[src/rtl/math_round_ctrl.sv]
// Round controller for the math challenge game. Generates addition problems
// from an LFSR, reloads and watches the countdown timer, scores each answer
// and ends the game after ROUNDS problems.
module math_round_ctrl #(
  parameter int unsigned ROUNDS    = 8,
  parameter logic [7:0]  LFSR_SEED = 8'hA5
) (
  input  logic       clk,
  input  logic       reset,
  input  logic       start_i,
  input  logic       submit_i,
  input  logic [4:0] answer_i,
  input  logic [3:0] time_left_i,
  output logic       timer_reload_n_o,
  output logic [3:0] op_a_o,
  output logic [3:0] op_b_o,
  output logic [3:0] score_o,
  output logic [3:0] round_num_o,
  output logic       correct_o,
  output logic       wrong_o,
  output logic       busy_o,
  output logic       done_o
);

  localparam logic [3:0] RoundsC = 4'(ROUNDS);

  typedef enum logic [2:0] {IDLE, LOAD, ASK, CHECK, DONE} stateT;

  stateT      state_q, state_d;
  logic [3:0] tlMeta_q, tlSync_q;
  logic       startPrev_q, submitPrev_q;
  logic [7:0] lfsr_q;
  logic [3:0] opA_q, opA_d, opB_q, opB_d;
  logic [3:0] score_q, score_d, roundNum_q, roundNum_d;
  logic [4:0] answer_q, answer_d;
  logic       timeout_q, timeout_d;
  logic       correct_q, correct_d, wrong_q, wrong_d;
  logic       reload_q, reload_d, busy_q, busy_d, done_q, done_d;

  logic       startRise, submitRise, answerGood, lastRound;
  logic [3:0] roundInc;

  assign startRise  = start_i & ~startPrev_q;
  assign submitRise = submit_i & ~submitPrev_q;
  assign answerGood = ~timeout_q && (answer_q == ({1'b0, opA_q} + {1'b0, opB_q}));
  assign roundInc   = roundNum_q + 4'd1;
  assign lastRound  = (roundInc == RoundsC);

  // Synchronize the timer value, keep edge-detect history and run the LFSR
  always_ff @(posedge clk or negedge reset) begin
    if (!reset) begin
      tlMeta_q     <= 4'd0;
      tlSync_q     <= 4'd0;
      startPrev_q  <= 1'b1;
      submitPrev_q <= 1'b1;
      lfsr_q       <= LFSR_SEED;
    end else begin
      tlMeta_q     <= time_left_i;
      tlSync_q     <= tlMeta_q;
      startPrev_q  <= start_i;
      submitPrev_q <= submit_i;
      lfsr_q       <= {lfsr_q[6:0], lfsr_q[7] ^ lfsr_q[5] ^ lfsr_q[4] ^ lfsr_q[3]};
    end
  end

  // State register
  always_ff @(posedge clk or negedge reset) begin
    if (!reset) state_q <= IDLE;
    else        state_q <= state_d;
  end

  // Next-state logic: LOAD waits for the reloaded timer, ASK ends on submit or expiry
  always_comb begin
    state_d = state_q;
    case (state_q)
      IDLE:    if (startRise) state_d = LOAD;
      LOAD:    if (tlSync_q == 4'd10) state_d = ASK;
      ASK:     if (submitRise || (tlSync_q == 4'd0)) state_d = CHECK;
      CHECK:   state_d = lastRound ? DONE : LOAD;
      DONE:    if (startRise) state_d = LOAD;
      default: state_d = IDLE;
    endcase
  end

  // Next values of the registered outputs and datapath; submit beats expiry in ASK
  always_comb begin
    opA_d      = opA_q;
    opB_d      = opB_q;
    score_d    = score_q;
    roundNum_d = roundNum_q;
    answer_d   = answer_q;
    timeout_d  = timeout_q;
    correct_d  = 1'b0;
    wrong_d    = 1'b0;
    if (((state_q == IDLE) || (state_q == DONE)) && startRise) begin
      score_d    = 4'd0;
      roundNum_d = 4'd0;
    end
    if ((state_d == LOAD) && (state_q != LOAD)) begin
      opA_d = lfsr_q[7:4];
      opB_d = lfsr_q[3:0];
    end
    if (state_q == ASK) begin
      if (submitRise) begin
        answer_d  = answer_i;
        timeout_d = 1'b0;
      end else if (tlSync_q == 4'd0) begin
        timeout_d = 1'b1;
      end
    end
    if (state_q == CHECK) begin
      roundNum_d = roundInc;
      correct_d  = answerGood;
      wrong_d    = ~answerGood;
      if (answerGood) score_d = score_q + 4'd1;
    end
    reload_d = (state_d != LOAD);
    busy_d   = (state_d == LOAD) || (state_d == ASK) || (state_d == CHECK);
    done_d   = (state_d == DONE);
  end

  // Output and datapath registers
  always_ff @(posedge clk or negedge reset) begin
    if (!reset) begin
      opA_q      <= 4'd0;
      opB_q      <= 4'd0;
      score_q    <= 4'd0;
      roundNum_q <= 4'd0;
      answer_q   <= 5'd0;
      timeout_q  <= 1'b0;
      correct_q  <= 1'b0;
      wrong_q    <= 1'b0;
      reload_q   <= 1'b1;
      busy_q     <= 1'b0;
      done_q     <= 1'b0;
    end else begin
      opA_q      <= opA_d;
      opB_q      <= opB_d;
      score_q    <= score_d;
      roundNum_q <= roundNum_d;
      answer_q   <= answer_d;
      timeout_q  <= timeout_d;
      correct_q  <= correct_d;
      wrong_q    <= wrong_d;
      reload_q   <= reload_d;
      busy_q     <= busy_d;
      done_q     <= done_d;
    end
  end

  assign timer_reload_n_o = reload_q;
  assign op_a_o           = opA_q;
  assign op_b_o           = opB_q;
  assign score_o          = score_q;
  assign round_num_o      = roundNum_q;
  assign correct_o        = correct_q;
  assign wrong_o          = wrong_q;
  assign busy_o           = busy_q;
  assign done_o           = done_q;

endmodule

[config.mk]
export PLATFORM = sky130hd
export DESIGN_NAME = math_round_ctrl
export DESIGN_NICKNAME = d
export VERILOG_FILES = /design/src/rtl/math_round_ctrl.sv
export SDC_FILE = /design/constraint.sdc
export NUM_CORES = 1
export LEC_CHECK = 0
export CAP_MARGIN = 20
export CORE_ASPECT_RATIO = 1.4
export CORE_MARGIN = 5
export CORE_UTILIZATION = 30
export DETAILED_ROUTE_END_ITERATION = 6
export RECOVER_POWER = 25
export SETUP_SLACK_MARGIN = 0.02
export SLEW_MARGIN = 20
export SYNTH_ARGS = -nofsm -noshare
export SYNTH_HDL_FRONTEND = slang
export SYNTH_SLANG_ARGS = --single-unit
export TNS_END_PERCENT = 1
[constraint.sdc]
create_clock -name clk -period 4.9 [get_ports clk]
set_input_delay 0.735 -clock clk [delete_from_list [all_inputs] [get_ports clk]]
set_output_delay 0.735 -clock clk [all_outputs]
set_load 0.01 [all_outputs]
==> reports/metrics.cfg <==
[grt]
grt_use_total = 0.0951
grt-ovfl-total = 0
grt_pass1_vias = 1273
grt_antenna_before_repair = 0
grt_pass1_wl_mm = 6.29
grt_start_max_net_pins = 49

[place]
post-place-ws_ns = 2.38
place.port_buffers = 33
routabilityCongestion = 0.753
place_area_mm2 = 0.00235
dp_hpwl_mm = 2.70

[cts]
cts_root_buf = clkbuf_8
ctsHoldBuffers = 0
postCtsSetupBuffers = 0
clk_latency_ns = 0.29
tritoncts = done
cts_buffers = 5
clock_path_buffers = 2
clkTransAtPathRegs_ns = 0.08
cts_resized = 0
clock-sinks = 48
htree_levels = 2

[sta]
rsz0062_at_grt = no
finalHoldViolCount = 0
fin_crit_ns = 2.58
setup_ws_ns = 2.32
period_share = 0.527
max_freq_mhz = 387
tightest_slew_ns = 2.46
clock-skew-final_ns = 0.00325
fin_tns_setup_ns = 0
setup_viol = 0
slew_headroom = -0.642
slew_viol_final = 49

[cells_and_area]
num_antenna_cells = 0
nets = 210
multi_input_area_um2 = 713
regArea_mm2 = 0.00121
synthToLayoutAreaGrowth_pct = 26.2
n_fill_cell = 619
stdcell_area_mm2 = 0.00246
drive_above_1_share = 0.147

[power]
intPower_mw = 0.687
clkPwrFrac = 0.295
ir_drop_v = 0.000166
power_mw = 0.926
p_sw_frac = 0.258
p_sw_mw = 0.239
comb_power_share = 0.185
seqPwrFrac = 0.519
p_leak_nw = 1.10
p_per_area_mw_per_mm2 = 376

[synth]
async_flop_share = 1.00
synth_seq_cells = 48
yosys.area.top_type = dfrtp_1
synth_most_common_cell = dfrtp_1
syn_nets = 171
yosysWarnings = 0
netlist_area_mm2 = 0.00195
yosysSeqAreaShare = 0.621
synthCells = 151
synth.area.top_cells = dfrtp_1 53%, dfstp_2 9.4%, mux2_2 7.5%, ha_1 3.9%, xor2_1 2.7%
synthTopCellsByCount = 41 x dfrtp_1, 13 x mux2_2, 10 x nor2_1, 8 x a21oi_1, 8 x nand2_1
synth.top_cell.area_share = 0.526
synth_area_per_cell_um2 = 12.9
synth_edf_count = 0
synth_ff_type = dfrtp_1
yosys.cell_types.count = 34

[die]
die_x_um = 78.1
start_util = 0.312
dieHeight_um = 105
rows = 34
ios = 34
die_area_mm2 = 0.00823
core-area_mm2 = 0.00625

[routing]
drc = 0
drt-pass1-iter-count = 4
antenna_left = 0
viasPerCell = 4.77
wire_per_inst_um = 14.1
vias = 1255
wl_mm = 3.71
drtIter0Drc = 62

[hold_path]
min_path_type = reg -> reg
min_from = tlMeta_q[0]
hold_path_end = tlSync_q[0]
min_path_cells = 0

[critical_path]
r2r-end = score_o[3]
end_kind = asynchronous set/reset pin
crit_fanout = 48
path_class = in -> async
reg2reg_slack_ns = 2.44
path_buf_inv = 1
start_kind = primary input
r2r-start = op_a_o[0]
crit_path_cell_trace = clkbuf_1
cpLargestDelayFamily = buffers and inverters
cp.required_ns = 4.79
cpPeakStageDelay_ns = 1.72
r2r_cells = 7
arrival_ns = 2.48
cp_slowest_cell = clkbuf_1

[run]
drv_cap = 1

[run_status]
violations = capacitance limit, slew limit
outcome = complete, but fails checks

-- state kept, by name, indices dropped and copies added, names as in the netlist, 4 cells and up --
name / cells
answer_q: 5
tlSync_q: 4
score_o: 4
lfsr_q: 8
round_num_o: 4
op_a_o: 4
tlMeta_q: 4
op_b_o: 4
-- cells by family (layout without fill, tap and decap cells) --
family | after synthesis | in the layout | synth area share
flops | 48 | 48 | 0.621
simple gates | 43 | 43 | 0.117
compound gates | 24 | 24 | 0.0738
mux | 15 | 15 | 0.0854
xor+xnor | 9 | 9 | 0.0404
fa+ha+maj | 7 | 7 | 0.0488
buf+inv | 5 | 45 | 0.0135
-- layout by cell type (no fill, tap or decap), types with 2 or more instances in the layout --
cell type         n
a21oi_1           8
and3_1            4
clkbuf_1          2
clkbuf_8          5
clkdlybuf4s50_1  28
dfrtp_1          41
dfstp_1           2
dfstp_2           5
dlygate4sd3_1     4
ha_1              6
inv_1             4
mux2_2           13
mux2i_1           2
nand2_1           8
nand2b_1          2
nand3_1           5
nand4_1           2
nor2_1           10
nor2b_1           2
nor3_1            3
nor3b_1           2
o21ai_0           7
or3_1             2
xnor2_1           3
xor2_1            6
-- layout make-up --
| type | count | share of cell area |
|---|---|---|
| clock inverter | 2 | 0.0142 |
| timing repair buffer | 33 | 0.132 |
| tap | 72 | 0.0366 |
| inverter | 4 | 0.00610 |
| sequential | 48 | 0.492 |
| multi-input combinational | 98 | 0.290 |
| clock buffer | 6 | 0.0295 |
-- power by group through the flow --
stage / Sequential, mW / Clock, mW / Combinational (mW)
after floorplan: 0.493 / 0 / 0.0789
final: 0.481 / 0.274 / 0.172
after detailed placement: 0.489 / 0 / 0.175
after global routing: 0.489 / 0.299 / 0.192
after CTS: 0.481 / 0.285 / 0.176
after global placement: 0.487 / 0 / 0.173
-- through the flow --
step / utilization / hold slack, ns / cells
3_3_place_gp: 0.376 / 0.335 / 255
4_1_cts: 0.394 / 0.355 / 263
5_1_grt: 0.393 / 0.357 / 263
6_report: 0.393 / 0.352 / 263
2_1_floorplan: - / 0.331 / 151
3_5_place_dp: 0.376 / 0.335 / 255
-- worst max path at each step --
stage          depth (start not counted)  startpoint     endpoint
2_1_floorplan                          7   op_a_o[0]   score_o[2]
3_3_place_gp                           5     start_i    op_a_o[3]
3_5_place_dp                           5     start_i    op_b_o[3]
4_1_cts                                7   op_a_o[0]   score_o[3]
5_1_grt                                1       reset  answer_q[2]
6_report                               1       reset    op_a_o[3]
-- metal layers --
metal,share of wire,GRT usage
met4,0.015,0.0326
met1,0.42,0.121
met3,0.071,0.0350
met5,0,0
met2,0.49,0.148
Note: power is estimated with default switching activity, not from simulation.
